--- config.mk ---
export PLATFORM = sky130hd
export DESIGN_NAME = result_uart_framer
export DESIGN_NICKNAME = d
export VERILOG_FILES = /design/src/rtl/result_uart_framer_pkg.sv /design/src/rtl/result_uart_framer.sv
export SDC_FILE = /design/constraint.sdc
export NUM_CORES = 1
export LEC_CHECK = 0
export CAP_MARGIN = 30
export CORE_MARGIN = 4
export CORE_UTILIZATION = 40
export DETAILED_ROUTE_END_ITERATION = 12
export DONT_BUFFER_PORTS = 1
export PLACE_DENSITY = 0.54
export SLEW_MARGIN = 20
export SYNTH_ARGS = -nofsm -noshare
export SYNTH_HDL_FRONTEND = slang
export SYNTH_SLANG_ARGS = --single-unit
--- constraint.sdc ---
create_clock -name clk_100MHz -period 4.6 [get_ports clk_100MHz]
set_input_delay 0.92 -clock clk_100MHz [delete_from_list [all_inputs] [get_ports clk_100MHz]]
set_output_delay 0.92 -clock clk_100MHz [all_outputs]
set_load 0.005 [all_outputs]
--- src/rtl/result_uart_framer_pkg.sv ---
// Shared constants and types for the result UART framer.
// Packet field offsets, opcode codes and FSM state encoding.
package result_uart_framer_pkg;

  localparam logic [7:0] SYNC_BYTE_DEF = 8'hA5;
  localparam int FRAME_BYTES = 15;
  localparam int PKT_BITS = 98;

  localparam int A_MSB   = 97;
  localparam int B_MSB   = 65;
  localparam int OP_MSB  = 33;
  localparam int RES_MSB = 31;

  localparam logic [1:0] OP_ADD = 2'b00;
  localparam logic [1:0] OP_SUB = 2'b01;
  localparam logic [1:0] OP_MUL = 2'b10;

  localparam logic [3:0] LAST_IDX = 4'(FRAME_BYTES - 1);

  typedef enum logic {
    IDLE = 1'b0,
    SEND = 1'b1
  } state_t;

endpackage

--- src/rtl/result_uart_framer.sv ---
// Serialises a 98-bit result packet into a 15-byte UART frame:
// sync, A, B, opcode, result (MSB first), then XOR checksum.
module result_uart_framer
  import result_uart_framer_pkg::*;
#(
  parameter logic [7:0] SYNC_BYTE  = SYNC_BYTE_DEF,
  parameter int         PKT_WIDTH  = 98,
  parameter int         COUNT_BITS = 16
) (
  input  logic                  clk_100MHz,
  input  logic                  reset,
  input  logic [PKT_WIDTH-1:0]  pkt_data,
  input  logic                  pkt_valid,
  output logic                  pkt_ready,
  input  logic                  tx_full,
  output logic                  write_uart,
  output logic [7:0]            write_data,
  output logic                  busy,
  output logic                  frame_done,
  output logic [COUNT_BITS-1:0] frame_count
);

  if (PKT_WIDTH != PKT_BITS) begin : g_width_check
    $error("result_uart_framer: PKT_WIDTH must be 98");
  end

  state_t                  state_q;
  state_t                  state_d;
  logic [PKT_WIDTH-1:0]    shadow_q;
  logic [3:0]              idx_q;
  logic [7:0]              csum_q;
  logic                    done_q;
  logic [COUNT_BITS-1:0]   count_q;

  logic [31:0] fa;
  logic [31:0] fb;
  logic [1:0]  fop;
  logic [31:0] fres;
  logic [7:0]  byte_sel;
  logic        in_send;
  logic        accept;
  logic        last;

  assign fa   = shadow_q[A_MSB -: 32];
  assign fb   = shadow_q[B_MSB -: 32];
  assign fop  = shadow_q[OP_MSB -: 2];
  assign fres = shadow_q[RES_MSB -: 32];

  assign in_send     = (state_q == SEND);
  assign pkt_ready   = (state_q == IDLE);
  assign busy        = in_send;
  assign accept      = pkt_valid && pkt_ready;
  assign write_uart  = in_send && !tx_full;
  assign last        = write_uart && (idx_q == LAST_IDX);
  assign write_data  = in_send ? byte_sel : 8'h00;
  assign frame_done  = done_q;
  assign frame_count = count_q;

  // Select the frame byte at the current index from the shadow copy.
  always_comb begin
    byte_sel = 8'h00;
    unique case (idx_q)
      4'd0:    byte_sel = SYNC_BYTE;
      4'd1:    byte_sel = fa[31:24];
      4'd2:    byte_sel = fa[23:16];
      4'd3:    byte_sel = fa[15:8];
      4'd4:    byte_sel = fa[7:0];
      4'd5:    byte_sel = fb[31:24];
      4'd6:    byte_sel = fb[23:16];
      4'd7:    byte_sel = fb[15:8];
      4'd8:    byte_sel = fb[7:0];
      4'd9:    byte_sel = {6'b0, fop};
      4'd10:   byte_sel = fres[31:24];
      4'd11:   byte_sel = fres[23:16];
      4'd12:   byte_sel = fres[15:8];
      4'd13:   byte_sel = fres[7:0];
      4'd14:   byte_sel = csum_q;
      default: byte_sel = 8'h00;
    endcase
  end

  // Next state: leave IDLE on accept, return after the checksum write.
  always_comb begin
    state_d = state_q;
    unique case (state_q)
      IDLE:    if (accept) state_d = SEND;
      SEND:    if (last) state_d = IDLE;
      default: state_d = IDLE;
    endcase
  end

  // State, capture, byte index, running checksum and frame counter.
  always_ff @(posedge clk_100MHz) begin
    if (reset) begin
      state_q  <= IDLE;
      shadow_q <= '0;
      idx_q    <= '0;
      csum_q   <= '0;
      done_q   <= 1'b0;
      count_q  <= '0;
    end else begin
      state_q <= state_d;
      done_q  <= last;
      if (accept) begin
        shadow_q <= pkt_data;
        idx_q    <= '0;
        csum_q   <= '0;
      end
      if (write_uart) begin
        if (last) begin
          idx_q   <= '0;
          count_q <= count_q + 1'b1;
        end else begin
          idx_q <= idx_q + 4'd1;
        end
        if (idx_q != 4'd0 && idx_q != LAST_IDX) begin
          csum_q <= csum_q ^ byte_sel;
        end
      end
    end
  end

endmodule

==> metrics.yaml <==
run_status:
  run_status: "finished clean"
global_route:
  global_route_wire_length_before_repair_mm: 25.90
  grt_pass1_vias: 4858
  grt_total_usage_pct: 20.56
  grt_antenna_before_repair: 0
  grt_remaining_overflow: 0
  pin_count_of_the_biggest_net_entering_global_routing: 131
detailed_routing:
  post_route_drc: 0
  detail_route.vias_per_cell: 5.649
  first_pass_iters: 5
  total_wirelength_mm: 16.54
  initialDrtViolationCount: 422
  avgRoutedWirePerCell_um: 18.63
  dr_total_vias: 5016
  antenna_left: 0
power:
  p_sw_mw: 0.6440
  swShare_pct: 23.22
  peakVddDrop_mv: 0.2498
  clock_power_share_pct: 51.3
  power.share.sequential_pct: 43.3
  power_density_nw_per_um2: 438.7
  p_int_mw: 2.129
  cellLeakagePower_nw: 2.150
  pwr-share-comb_pct: 5.4
layout:
  layout.nets: 802
  final-instance-count-excl-fill: 888
  p_r_area_growth_vs_syn_pct: 11.59
  multi_input_comb_area_sq_um: 2799
  antenna_cells_inserted: 0
  layout.core_utilization_pct: 45.55
  share_of_cells_above_drive_strength_1_pct: 7.486
  layout.area.seq_sq_um: 2562
  fillers: 1401
floorplan:
  start_util_pct: 40.81
  io_pins: 130
  design.die.area_sq_um: 16130
  fp.coreArea_sq_um: 13880
  die_height_um: 127.0
  std_cell_rows: 43
  fp.dieW_um: 127.0
setup_path:
  timing.critical_path.to_type: "output port"
  critical_path_class: "reg -> out"
  critical_path_peak_fanout: 25
  worst-endpoint-arrival_ns: 2.56
  worst-endpoint-required_ns: 3.68
  worst_setup_start_kind: "flip-flop"
synth:
  ys_warn_count: 0
  edff_count_synth: 0
  async_flop_share_pct: 0
  ys_seq_area_share_pct: 45.23
  synth.ff_latch_count: 128
  post_synth_inst_count: 727
  synth.lib_cells_used.distinct: 53
  post_synth.cell_area_avg_sq_um: 7.793
  cell_area_after_synthesis_sq_um: 5665
  ys_dominant_reg_cell: "dfxtp_1"
  syn-num-nets: 834
clocking:
  cts-hold-fix-buffers: 0
  cts_tree: "done"
  htreeDepth: 4
  post_cts_resize_count: 0
  cts-root-to-sink-buffers: 2
  clock_sinks: 128
  tritoncts.num_buffers: 17
  worst_skew_pair.late_latency_ns: 0.42
  clk_root_buffer_cell: "clkbuf_16"
  post_cts_buffers: 0
  clk_transition_reported_paths_ns: 0.06
placement:
  port_buffers: 0
  placed_cells_incl_taps: 854
  gp_routability_congestion: 0.8711
  detail_placement_hpwl_mm: 11.81
timing:
  max_slew.worst_pin.slew_ns: 0.9667
  setup-tns-final_ns: 0
  max_freq_mhz: 287.8
  clock_skew_ns: 0.005541
  rsz0062_at_grt: "false"
  min_period_over_period_pct: 75.54
  setup_viol_count_final: 0
  report.final.hold_viol_count: 0
  timing.final.crit_period_ns: 3.475
  slew_violations: 0
  slew_headroom_pct: 35.56
hold_path:
  hold_path.class: "reg -> reg"
job:
  cap_viol_max_count: 0
## kinds of logic after synthesis
| logic type | Yosys count | share of synthesized area [%] |
|---|---|---|
| fa+ha+maj | 5 | 1.104 |
| flops | 128 | 45.23 |
| simple gates | 317 | 24.23 |
| buf+inv | 66 | 5.632 |
| compound gates | 190 | 20.08 |
| mux | 9 | 1.877 |
| xor+xnor | 12 | 1.855 |
## final timing paths
path | start | endpoint | slack, ns | depth (start not counted)
hold / removal | shadow_q[40] | shadow_q[40] | 0.46 | 2
setup reg to reg | idx_q[2] | csum_q[5] | 2.01 | 6
hold reg to reg | shadow_q[40] | shadow_q[40] | 0.46 | 2
setup / recovery | idx_q[0] | write_data[7] | 1.12 | 6
## power by group through the flow
stage          combinational [mW]  clock, mW  sequential, mW
2_1_floorplan               0.134          0            1.20
3_3_place_gp                0.143          0            1.23
3_5_place_dp                0.150          0            1.22
4_1_cts                     0.151       1.44            1.20
5_1_grt                     0.174       1.50            1.20
6_report                    0.150       1.42            1.20
## final cells by class
| type | instances | area share, % |
|---|---|---|
| inverter | 9 | 0.5343 |
| multi-input combinational | 533 | 44.27 |
| tap | 180 | 3.562 |
| sequential | 128 | 40.53 |
| clock buffer | 18 | 6.946 |
| clock inverter | 14 | 3.008 |
| timing repair buffer | 6 | 1.148 |
## flip-flops by register name (all words and copies together), names as in the netlist
register,count
busy,1
frame_done,1
idx_q,4
frame_count,16
csum_q,8
shadow_q,98
## cell usage after synthesis, drive strengths merged (8+ instances only)
library cell,count,area (sq um)
inv,9,33.78
o211ai,10,75.07
xnor2,8,70.07
a22oi,17,127.6
o21ai,9,45.04
a21oi,123,615.6
buf,26,168.9
or3,10,62.56
clkbuf,31,116.4
nand3,14,70.07
nand2,218,818.3
nor2,31,121.4
dfxtp,128,2562
## routing by layer
metal / GRT usage, % / vias up / wire length, um
met4: 7.256 / 0 / 310
li1: - / 2438 / -
met5: 0 / - / 0
met1: 27.52 / 2383 / 7549
met2: 31.54 / 170 / 7463
met3: 6.271 / 25 / 1219
## worst max-delay path, stage by stage, from the launching register on
cell,delay [ns]
dfxtp_1,0.41
inv_1,0.10
ha_1,0.53
a22oi_1,0.31
a21oi_1,0.10
a2111oi_2,0.53
nor2_1,0.14
## cell usage in the layout, fill, tap and decap left out, types with 4 or more instances in the layout
cell	synthesis	final
dfxtp_1	128	128
clkbuf_16	0	17
xnor2_1	8	8
nand3b_1	4	4
inv_2	4	4
a222oi_1	5	5
nand2_1	218	217
a21oi_1	123	123
nand4_1	7	7
a211oi_1	6	6
a221oi_1	4	4
ha_1	5	5
o211ai_1	10	10
a22oi_1	17	17
or3_1	10	10
bufinv_16	0	4
nor3_1	7	7
and3_1	6	6
clkinvlp_4	0	5
inv_1	5	5
o21ai_0	7	7
mux2i_1	5	5
nand3_1	14	14
nor2_1	29	29
xor2_1	4	4
## stage by stage
stage                     cell area (sq um)  power (mW)  hold WS [ns]  setup WS [ns]
after floorplan                        5665       1.336        0.4319          2.055
after global placement                 5643       1.369        0.4455          1.629
after detailed placement               5663       1.374        0.4448          1.462
after CTS                              6292       2.795        0.4530         0.9922
after global routing                   6322       2.876        0.4683         0.9139
final                                  6322       2.773        0.4556          1.125
(Power assumes the default switching activity.)
